--- src/rtl/swerv_axi_wr_arb.sv ---
// N-master to 1-slave AXI4 write-channel arbiter: round-robin AW grant with ID prefixing,
// in-order W steering through a route FIFO, and B return routing by ID prefix.
module swerv_axi_wr_arb #(
  parameter int NM       = 3,
  parameter int IDW      = 4,
  parameter int AW       = 32,
  parameter int DW       = 64,
  parameter int WQ_DEPTH = 4,
  localparam int IW      = $clog2(NM),
  localparam int AWP     = IDW + AW + 16,
  localparam int WP      = DW + DW / 8 + 1
) (
  input  logic                  clk,
  input  logic                  rst_l,
  input  logic                  bus_clk_en,
  input  logic [NM-1:0]         s_awvalid,
  output logic [NM-1:0]         s_awready,
  input  logic [NM*AWP-1:0]     s_aw,
  input  logic [NM-1:0]         s_wvalid,
  output logic [NM-1:0]         s_wready,
  input  logic [NM*WP-1:0]      s_w,
  output logic [NM-1:0]         s_bvalid,
  input  logic [NM-1:0]         s_bready,
  output logic [IDW+1:0]        s_b,
  output logic                  m_awvalid,
  input  logic                  m_awready,
  output logic [AWP+IW-1:0]     m_aw,
  output logic                  m_wvalid,
  input  logic                  m_wready,
  output logic [WP-1:0]         m_w,
  input  logic                  m_bvalid,
  output logic                  m_bready,
  input  logic [IDW+IW+1:0]     m_b,
  output logic                  wq_full
);

  // Handshake rule on every channel: a beat transfers on a clock edge where valid, ready
  // and bus_clk_en are all 1; a valid, once raised, holds its payload until that happens.

  localparam int PW = $clog2(WQ_DEPTH);
  localparam int CW = $clog2(WQ_DEPTH + 1);

  // Reset also masks the combinational paths so nothing handshakes while rst_l is low.
  logic en;
  assign en = bus_clk_en & rst_l;

  // ---------------- AW arbitration ----------------
  logic [IW-1:0]  rr_ptr;
  logic [IW-1:0]  win;
  logic           any_aw;
  logic [AWP-1:0] aw_sel;
  logic           aw_accept;
  logic           aw_fire;
  logic [CW-1:0]  wq_count;

  always_comb begin
    win    = '0;
    any_aw = 1'b0;
    for (int k = 1; k <= NM; k++) begin
      for (int j = 0; j < NM; j++) begin
        if (!any_aw && (j == (int'(rr_ptr) + k) % NM) && s_awvalid[j]) begin
          any_aw = 1'b1;
          win    = IW'(j);
        end
      end
    end
  end

  always_comb begin
    aw_sel = '0;
    for (int j = 0; j < NM; j++) begin
      if (win == IW'(j)) aw_sel = s_aw[j*AWP +: AWP];
    end
  end

  assign aw_accept = en & (~m_awvalid | m_awready) & (wq_count < CW'(WQ_DEPTH));
  assign aw_fire   = aw_accept & any_aw;

  always_comb begin
    s_awready = '0;
    for (int j = 0; j < NM; j++) begin
      s_awready[j] = aw_fire & (win == IW'(j));
    end
  end

  always_ff @(posedge clk or negedge rst_l) begin
    if (!rst_l) begin
      m_awvalid <= 1'b0;
      m_aw      <= '0;
      rr_ptr    <= IW'(NM - 1);
    end else if (aw_fire) begin
      m_awvalid <= 1'b1;
      m_aw      <= {win, aw_sel};
      rr_ptr    <= win;
    end else if (en && m_awready) begin
      m_awvalid <= 1'b0;
    end
  end

  // ---------------- Route FIFO: master index per accepted AW ----------------
  logic [IW-1:0] wq_mem [WQ_DEPTH];
  logic [PW-1:0] wq_wr;
  logic [PW-1:0] wq_rd;
  logic [IW-1:0] wq_head;
  logic          wq_empty;
  logic          wq_pop;

  assign wq_head  = wq_mem[wq_rd];
  assign wq_empty = (wq_count == '0);
  assign wq_full  = (wq_count == CW'(WQ_DEPTH));

  always_ff @(posedge clk) begin
    if (aw_fire) wq_mem[wq_wr] <= win;
  end

  always_ff @(posedge clk or negedge rst_l) begin
    if (!rst_l) begin
      wq_wr    <= '0;
      wq_rd    <= '0;
      wq_count <= '0;
    end else begin
      if (aw_fire) wq_wr <= wq_wr + PW'(1);
      if (wq_pop)  wq_rd <= wq_rd + PW'(1);
      if (aw_fire && !wq_pop)      wq_count <= wq_count + CW'(1);
      else if (wq_pop && !aw_fire) wq_count <= wq_count - CW'(1);
    end
  end

  // ---------------- W steering: only the FIFO head master may send ----------------
  always_comb begin
    m_wvalid = 1'b0;
    m_w      = '0;
    s_wready = '0;
    for (int j = 0; j < NM; j++) begin
      if (!wq_empty && (wq_head == IW'(j))) begin
        m_wvalid    = s_wvalid[j] & en;
        m_w         = s_w[j*WP +: WP];
        s_wready[j] = m_wready & en;
      end
    end
  end

  // Bit 0 of the W payload is last; the route entry retires with the final beat.
  assign wq_pop = m_wvalid & m_wready & m_w[0];

  // ---------------- B return by ID prefix ----------------
  logic [IW-1:0] b_idx;
  assign b_idx = m_b[IDW+IW+1:IDW+2];
  assign s_b   = m_b[IDW+1:0];

  // Default m_bready=en sinks responses whose prefix names no master.
  always_comb begin
    s_bvalid = '0;
    m_bready = en;
    for (int j = 0; j < NM; j++) begin
      if (b_idx == IW'(j)) begin
        s_bvalid[j] = m_bvalid & en;
        m_bready    = s_bready[j] & en;
      end
    end
  end

endmodule
--- config.mk ---
export PLATFORM = sky130hd
export DESIGN_NAME = swerv_axi_wr_arb
export DESIGN_NICKNAME = d
export VERILOG_FILES = /design/src/rtl/swerv_axi_wr_arb.sv
export SDC_FILE = /design/constraint.sdc
export NUM_CORES = 1
export LEC_CHECK = 0
export ABC_CLOCK_PERIOD_IN_PS = 3800
export BUFFER_PORTS_ARGS = -buffer_cell sky130_fd_sc_hd__buf_2
export CORE_AREA = 10 10 201 203
export CTS_CLUSTER_DIAMETER = 60
export CTS_CLUSTER_SIZE = 20
export DETAILED_ROUTE_END_ITERATION = 6
export DIE_AREA = 0 0 211 213
export PLACE_DENSITY = 0.5
export SYNTH_ARGS = -nofsm -noshare
export SYNTH_HDL_FRONTEND = slang
export SYNTH_SLANG_ARGS = --single-unit
--- constraint.sdc ---
create_clock -name clk -period 3.8 [get_ports clk]
set_input_delay 0.76 -clock clk [delete_from_list [all_inputs] [get_ports clk]]
set_output_delay 0.76 -clock clk [all_outputs]
set_load 0.005 [all_outputs]
## Word-level counts from Yosys, hierarchy flattened

Memories as Yosys holds them, arrays and structs flattened.
Index checks and enable logic that the tools add are counted.

- Memory bits (read-only): 0
- Input bits: 398
- Output and inout bits: 146
- Memories: 1
- Memory bits (writable): 8
- Register bits: 64
- Latch bits: 0
- Logic and storage cells: 134

Memory list:

| name | depth | bits a word | read ports | clocked after Yosys merged registers in | write ports | line | source |
|---|---|---|---|---|---|---|---|
| wq_mem | 4 | 2 | 1 | 0 | 1 | 101 | `logic [IW-1:0] wq_mem [WQ_DEPTH];` |

- Add/sub/neg operators: 7
- Shift operators: 0
- Div/mod/pow operators: 3
- Multiplexer cells: 41
- Bitwise operators: 19
- Equality and inequality tests: 13
- Multipliers: 0
- Magnitude comparators: 1
- Reductions and logical operators: 43

Operators by type and width:

| operator | number |
|---|---|
| $mux 73 | 3 |
| $mux 52 | 3 |
| $eq 2x32->1 const A | 3 |
| $eq 3x32->1 const A | 3 |
| $logic_not 32->1 | 3 |
| $mod 32x3->32 const B | 3 |
| $mux 1 | 26 |
| $logic_and 1x1->1 | 23 |
| $and 1x1->1 | 17 |
| $mux 2 | 7 |
| $logic_not 1->1 | 11 |
| $add 2x2->3 const B | 2 |
| $eq 2x1->1 const B | 3 |
| $eq 2x2->1 const B | 3 |
| $logic_not 2->1 | 3 |
| $mux 3 | 2 |
| $add 2x1->2 const B | 2 |
| $reduce_bool 2->1 | 2 |
| $add 2x1->3 const B | 1 |
| $add 3x1->3 const B | 1 |
| $eq 3x3->1 const B | 1 |
| $logic_not 3->1 | 1 |
| $lt 3x3->1 const B | 1 |
| $sub 3x1->3 const B | 1 |
| 2 further kinds | 2 |

## Longest topological paths before layout

Gate-level depths: netlist of the first run.

- Depth in word-level cells: 42
- Gate-level depth with buffers: 12
- Depth with buffers taken out: 11

## Worst setup path after synthesis of the first run

Ideal clock, no wire load.

- Path kind: reg-to-reg
- From: register wq_rd[0]
- To: register wq_count[1]
- Cell stages (with the launch flop): 10
- Path slack: 1039 ps
- Arrival: 2637 ps
- Data required time: 3675 ps
- Library setup time: 125 ps
- Cells stage by stage: dfrtp_1 buf_6 mux4_2 and4bb_1 a31oi_2 or3_4 ha_1 inv_1 fa_1 mux2_2

- Cells in the longest elaborated chain, start to end: 11
- Elaborated cells between the ends (all ways): 20
- Classes of those cells: eq/ne (2); mux (7); bitwise (2); reduce/logical (8); memory (1)

RTL lines:

| element | line | source |
|---|---|---|
| start, declared | 103 | `logic [PW-1:0] wq_rd;` |
| start signal, assigned | 123 | `if (wq_pop) wq_rd <= wq_rd + PW'(1);` |
| $mem_v2 4x2 (*) | n/a |  |
| $logic_not 2->1 | 135 | `if (!wq_empty && (wq_head == IW'(j))) begin` |
| $logic_and 1x1->1 | 135 |  |
| $mux 1 (3 in a row) | 135 |  |
| $and 1x1->1 | 144 | `assign wq_pop = m_wvalid & m_wready & m_w[0];` |
| $and 1x1->1 (*) | 144 |  |
| $logic_not 1->1 | 124 | `if (aw_fire && !wq_pop) wq_count <= wq_count + CW'(1);` |
| $logic_and 1x1->1 | 124 |  |
| $mux 3 / $reduce_bool 2->1 (equally long branches) | n/a |  |
| end signal, assigned | 124 |  |
| end signal, assigned | 125 | `else if (wq_pop && !aw_fire) wq_count <= wq_count - CW'(1);` |
| end, declared | 54 | `logic [CW-1:0] wq_count;` |

Mark *: on every way between the ends. The rest lies on a longest branch, timed or not.
A chain may end at the register's enable or synchronous reset.

## Worst setup path in the final report of the first run

- From: register wq_rd[0]
- To: output port m_w[71]

- Cells in the longest elaborated chain, start to end: 6
- Elaborated cells between the ends (all ways): 10
- Classes of those cells: eq/ne (2); mux (3); reduce/logical (4); memory (1)

RTL lines:

| element | line | source |
|---|---|---|
| $mem_v2 4x2 (*) | n/a |  |
| $logic_not 2->1 | 135 |  |
| $logic_and 1x1->1 | 135 |  |
| $mux 73 (2 in a row) | 135 |  |
| $mux 73 (*) | 135 |  |
| end, declared | 30 | `output logic [WP-1:0] m_w,` |

Marks and branches as above.

==> results of run 1 <==
## Yosys cell counts (all sizes together), types with 6 or more instances
master	number
nor3	6
ha	8
dfrtp	62
mux2i	127
mux2	55
edfxtp	8
clkbuf	37
a21oi	72
o21ai	55
nand2	58
nor2	151
buf	27
inv	8
nor2b	7
## where the power goes
group | internal [W] | switching, W | leakage, nW
Combinational | 0.00188 | 0.00242 | 4.26
Sequential | 0.00110 | 0.000210 | 0.860
Clock | 0.000573 | 0.000329 | 0.152
## routing by layer
metal  GRT usage  part of all wire  wire length, um
met4      0.0482             0.020              691
met1       0.162              0.39            13700
met3      0.0535             0.091             3210
met5           0            0.0011               40
met2       0.256              0.50            17600
## final cells by class
cell class	count	area, um2
antenna	5	12.5
clock buffer	10	229
clock inverter	6	86.3
fill	4042	26800
inverter	8	30.0
multi-input combinational	575	3880
sequential	71	1820
tap	468	586
timing repair buffer	545	2820
## what timing repair did
action / 4_1_cts / 5_1_grt
setup buffers: 1 / 0
setup endpoints to repair: 4 / 0
gates resized for setup: 2 / 0
## kinds of logic (layout without fill, tap and decap cells)
family                     Yosys count  count (layout)  share of synthesized area
muxes                              185             185                      0.327
adders and majority gates            9               9                     0.0201
other                                0               5                          0
xor gates and xnor gates             6               6                    0.00878
and+or+nand+nor                    236             236                      0.161
buffers and inverters               72             569                     0.0539
AOI/OAI and AO/OA                  139             139                      0.125
DFF                                 71              71                      0.304
## cell usage in the layout, fill, tap and decap left out, types with 2 or more instances in the layout
| master | count |
|---|---|
| a21o_1 | 3 |
| a21oi_1 | 71 |
| and2_1 | 4 |
| buf_12 | 4 |
| buf_2 | 530 |
| buf_4 | 11 |
| bufinv_16 | 2 |
| clkbuf_16 | 9 |
| clkinv_2 | 2 |
| dfrtp_1 | 62 |
| diode_2 | 5 |
| edfxtp_1 | 8 |
| ha_1 | 8 |
| inv_1 | 5 |
| inv_2 | 3 |
| mux2_1 | 52 |
| mux2_2 | 3 |
| mux2i_1 | 126 |
| mux4_4 | 3 |
| nand2_1 | 58 |
| nand3_1 | 2 |
| nor2_1 | 151 |
| nor2b_1 | 7 |
| nor3_1 | 5 |
| nor3b_1 | 2 |
| o21ai_1 | 54 |
| xnor2_1 | 3 |
| xor2_1 | 3 |
## worst paths after layout
| path | start | end | slack, ns | cells past startpoint |
|---|---|---|---|---|
| setup / recovery | wq_rd[0] | m_w[71] | 0.18 | 7 |
| setup reg to reg | wq_rd[0] | wq_count[2] | 0.56 | 11 |
| max in group asynchronous | rst_l | rr_ptr[1] | 2.62 | 3 |
| min in group clk | m_aw[8] | m_aw[8] | 0.48 | 2 |
| hold / removal | rst_l | m_aw[21] | 0.47 | 2 |
| hold reg to reg | m_aw[8] | m_aw[8] | 0.48 | 2 |
## metrics by stage
| step | util | worst slack [ns] |
|---|---|---|
| after floorplan | - | 1.04 |
| after global placement | 0.251 | 0.221 |
| after detailed placement | 0.251 | 0.186 |
| after CTS | 0.261 | 0.121 |
| after global routing | 0.261 | 0.0483 |
| final | 0.261 | 0.185 |
## registers in the layout (all words and copies together), names as in the netlist
| name | cells |
|---|---|
| m_awvalid | 1 |
| wq_rd | 2 |
| m_aw | 54 |
| rr_ptr | 1 |
| wq_mem | 8 |
| wq_wr | 2 |
| wq_count | 3 |
==> metrics.csv, run 1 <==
stage,metric,value,unit
outcome,status,"finished, final reports clean",
cts,clock latency on the worst-skew pair,0.34,ns
synthesis,Synth top area share,0.259,
cts,TritonCTS clock tree,built,
layout,"non-filler cells, final",1688,
placed_design,Placed Cells incl. Taps,1666,
global_route,Total GRT Usage,0.147,
floorplan,chip width,211,um
setup_path,CP endpoint kind,primary output,
global_route,vias in the first global route,7673,
sta,Rel. slew slack,0.429,
placed_design,IO Port Bufs,531,
cts,Clock Tree Root,clkbuf_16,
routing,drt first pass iters,4,
floorplan,# IOs,544,
cts,CTS Buf Count,9,
floorplan,Die Area,44900,um2
sta,final hold vios,0,
synthesis,synthesized net count,1125,
routing,Final ANT Viol Nets,0,
run,max-cap viol count,0,
layout,Layout area overhead,58.1,%
setup_path,crit path max fanout,64,
sta,Final setup viols,0,
setup_path,worst path required time,3.04,ns
layout,share of cells above drive strength 1,0.477,
synthesis,number of synthesized flops with an enable pin,8,
placed_design,GP Congestion,0.955,
sta,unrepaired setup endpoints after global routing,no,
cts,clock-pin slew on the worst setup and hold paths,0.06,ns
setup_path,critical-path cell list,mux4_4 -> buf_12 -> mux2i_2 -> nor2_1 -> a21oi_2 -> nor2_1 -> buf_2,
cts,CTS sink cnt,71,
synthesis,prevailing post-synth register cell,dfrtp_1,
placed_design,HPWL Detailed,30400,um
sta,Min Hold Slack,0.471,ns
floorplan,Initial Util,0.165,
setup_path,Worst path slowest cell,mux4_4,
global_route,initial antenna violation count,13,
floorplan,core area,36300,um2
routing,Routed WL,35200,um
worst_hold_path,Tightest Hold Check Type,in2async,
pwr,power per cell area,689,nW/um2
sta,Fmax,0.277,GHz
placed_design,placed inst area,9120,um2
cts,clk buf depth,2,
setup_path,Worst setup SP type,register,
layout,Final Cell Area,9460,um2
synthesis,Synth async-reset ratio,0.887,
setup_path,family with the most delay on the worst path,multiplexers,
synthesis,number of synthesized register bits,71,
global_route,largest net degree at the start of global routing,106,
sta,final period utilization,0.951,
setup_path,slowest cell delay on critical path,0.73,ns
synthesis,Yosys top cell by area,dfrtp_1,
layout,final net count,1617,
pwr,Static Leakage,5.27,nW
routing,drt via density,4.21,
setup_path,WS Path Type,reg2out,
synthesis,ranking of synthesized cells by area,"dfrtp_1, mux2i_1, mux2_1, nor2_1, a21oi_1",
sta,Setup TNS Final,0,ns
pwr,worst IR drop on VDD,0.000332,V
sta,Worst Skew,0.00681,ns
setup_path,Critical Path Most Common Cell,nor2_1,
pwr,total power,0.00652,W
sta,Slew @ Worst Pin,0.856,ns
sta,Slew Limit Fails,0,
synthesis,sequential fraction of the synthesis area,0.304,
global_route,wire length of the first global-routing pass,49800,um
setup_path,crit path DAT,2.86,ns
synthesis,Synth warnings,0,
synthesis,Gate Count Post-Synth,718,
setup_path,CP bufs+invs,2,
synthesis,synthesized area per cell,8.33,um2
routing,First DRT Iteration DRCs,350,
global_route,total grt overflow,0,
cts,"Hold-fix buffers, CTS",0,
floorplan,DIE HEIGHT,213,um
routing,WL/cell,20.9,um
routing,via count,7100,
floorplan,FP Rows,70,
synthesis,Post-Syn Area,5980,um2
cts,H-tree Lvls,3,
synthesis,Yosys cell types,43,
sta,Final min period,3.62,ns
routing,residual DRC count,0,
Note: power is estimated with default switching activity, not from simulation.
==> run 2, diff against run 1 <==
==> constraint.sdc (replaced) <==
create_clock -name clk -period 3.8 [get_ports clk]
set_input_delay 1.14 -clock clk [delete_from_list [all_inputs] [get_ports clk]]
set_output_delay 1.14 -clock clk [all_outputs]
set_load 0.005 [all_outputs]
==> metrics.csv, run 2 (synthesized netlist as in run 1, its figures left out) <==
stage,metric,value,unit
sta,final period utilization,0.959,
setup_path,R2R setup slack,0.51,ns
cts,H-tree Lvls,3,
setup_path,Setup crit start,wq_mem[3][1],
layout,"non-filler cells, final",1705,
layout,Final Cell Area,9560,um2
floorplan,DIE HEIGHT,213,um
sta,Final setup viols,0,
floorplan,FP Rows,70,
cts,Clock Tree Root,clkbuf_16,
layout,number of flip-flops in the largest register,54,
cts,TritonCTS clock tree,built,
floorplan,Die Area,44900,um2
setup_path,critical-path cell list,mux4_4 -> buf_12 -> buf_4 -> mux2i_1 -> nor2_1 -> a21oi_1 -> nor2_1 -> buf_2,
setup_path,Critical Path Most Common Cell,nor2_1,
cts,CTS Buf Count,9,
pwr,worst IR drop on VDD,0.000235,V
floorplan,core area,36300,um2
floorplan,# IOs,544,
routing,via count,7133,
setup_path,Worst setup SP type,register,
cts,clock-pin slew on the worst setup and hold paths,0.05,ns
placed_design,Placed Cells incl. Taps,1682,
layout,biggest regs,"m_aw x54, wq_mem x8, wq_count x3",
sta,unrepaired setup endpoints after global routing,no,
sta,Fmax,0.274,GHz
global_route,vias in the first global route,7550,
routing,residual DRC count,0,
layout,Largest Register,m_aw,
global_route,Total GRT Usage,0.145,
layout,final net count,1634,
cts,"Hold-fix buffers, CTS",0,
routing,drt via density,4.18,
setup_path,WS Path Type,reg2out,
placed_design,GP Congestion,0.966,
setup_path,crit path DAT,2.51,ns
pwr,Static Leakage,5.34,nW
routing,Routed WL,35000,um
worst_hold_path,WHS Path Cells,2,
layout,share of cells above drive strength 1,0.482,
layout,most frequent cells in the layout,"buf_2, nor2_1, mux2i_1",
sta,Final min period,3.65,ns
sta,Slew Limit Fails,0,
worst_hold_path,Tightest Hold Check Type,reg2reg,
run,max-cap viol count,0,
floorplan,chip width,211,um
routing,First DRT Iteration DRCs,502,
placed_design,placed inst area,9230,um2
floorplan,Initial Util,0.165,
sta,Setup TNS Final,0,ns
setup_path,reg2reg end,wq_count[1],
setup_path,Crit Reg-Reg Startpoint,m_aw[52],
setup_path,slowest cell delay on critical path,0.68,ns
setup_path,Worst path slowest cell,mux4_4,
routing,Final ANT Viol Nets,0,
cts,clk buf depth,2,
pwr,power per cell area,683,nW/um2
outcome,status,"finished, final reports clean",
sta,Slew @ Worst Pin,0.551,ns
layout,Layout area overhead,59.8,%
global_route,total grt overflow,0,
setup_path,worst path required time,2.66,ns
routing,WL/cell,20.5,um
global_route,largest net degree at the start of global routing,75,
setup_path,cells on worst reg2reg path,10,
sta,final hold vios,0,
worst_hold_path,Min-Delay Startpoint,m_aw[12],
cts,clock latency on the worst-skew pair,0.33,ns
layout,"most common cell after layout, fill and taps aside",buf_2,
cts,CTS sink cnt,71,
setup_path,crit path max fanout,16,
global_route,wire length of the first global-routing pass,48800,um
sta,Worst Skew,0.0112,ns
placed_design,HPWL Detailed,30700,um
global_route,initial antenna violation count,15,
placed_design,IO Port Bufs,531,
routing,drt first pass iters,4,
setup_path,CP endpoint kind,primary output,
worst_hold_path,Worst Hold Endpoint,m_aw[12],
sta,Rel. slew slack,0.633,
-- run 2: what timing repair did --
item / CTS / global route
endpoints found under the setup margin: 1 / 1
gates resized for setup: 0 / 1
buffers inserted: 2 / 0
-- run 2: area by class of cell --
type | instances | area, um2
fillers | 4043 | 26700
multi-input cells | 575 | 3880
repair buffers | 562 | 2940
flip-flops and latches | 71 | 1820
well taps | 468 | 586
clock buffers | 16 | 292
inverters | 8 | 30.0
diodes | 5 | 12.5
-- run 2: worst max-delay path by stage --
stage                         to  cells past startpoint
detailed placement   wq_count[1]                      9
global route             m_w[67]                      7
CTS                 s_awready[0]                      6
global placement     wq_count[1]                      9
floorplan           s_awready[0]                      5
finish                   m_w[44]                      8
-- run 2: power by group --
part | total, W | switching (W) | internal [W]
registers | 0.00131 | 0.000211 | 0.00110
logic | 0.00441 | 0.00244 | 0.00197
clock network | 0.000810 | 0.000296 | 0.000514
total | 0.00653 | 0.00295 | 0.00359
-- run 2: stage by stage --
step | worst slack (ns) | hold slack (ns) | power, W | util
after floorplan | 0.369 | 0.474 | 0.00387 | -
after global placement | 0.134 | 0.462 | 0.00574 | 0.254
after detailed placement | 0.143 | 0.470 | 0.00578 | 0.254
after CTS | 0.0709 | 0.483 | 0.00666 | 0.263
after global routing | 0.0436 | 0.492 | 0.00713 | 0.264
final | 0.155 | 0.477 | 0.00653 | 0.264
-- run 2: critical path: cells and delay by family, from the launching register on --
kind	cells	cell delay (ns)
mux	2	0.84
buf+inv	3	0.50
flops	1	0.41
compound gates	1	0.26
simple gates	2	0.15
-- run 2: layer usage --
layer  track usage  wire [um]  vias to the layer above
met4        0.0440        772                        0
met1         0.158      13500                     3218
met2         0.257      17500                      385
met3        0.0526       3220                       40
li1              -          -                     3490
met5             0          0                        -
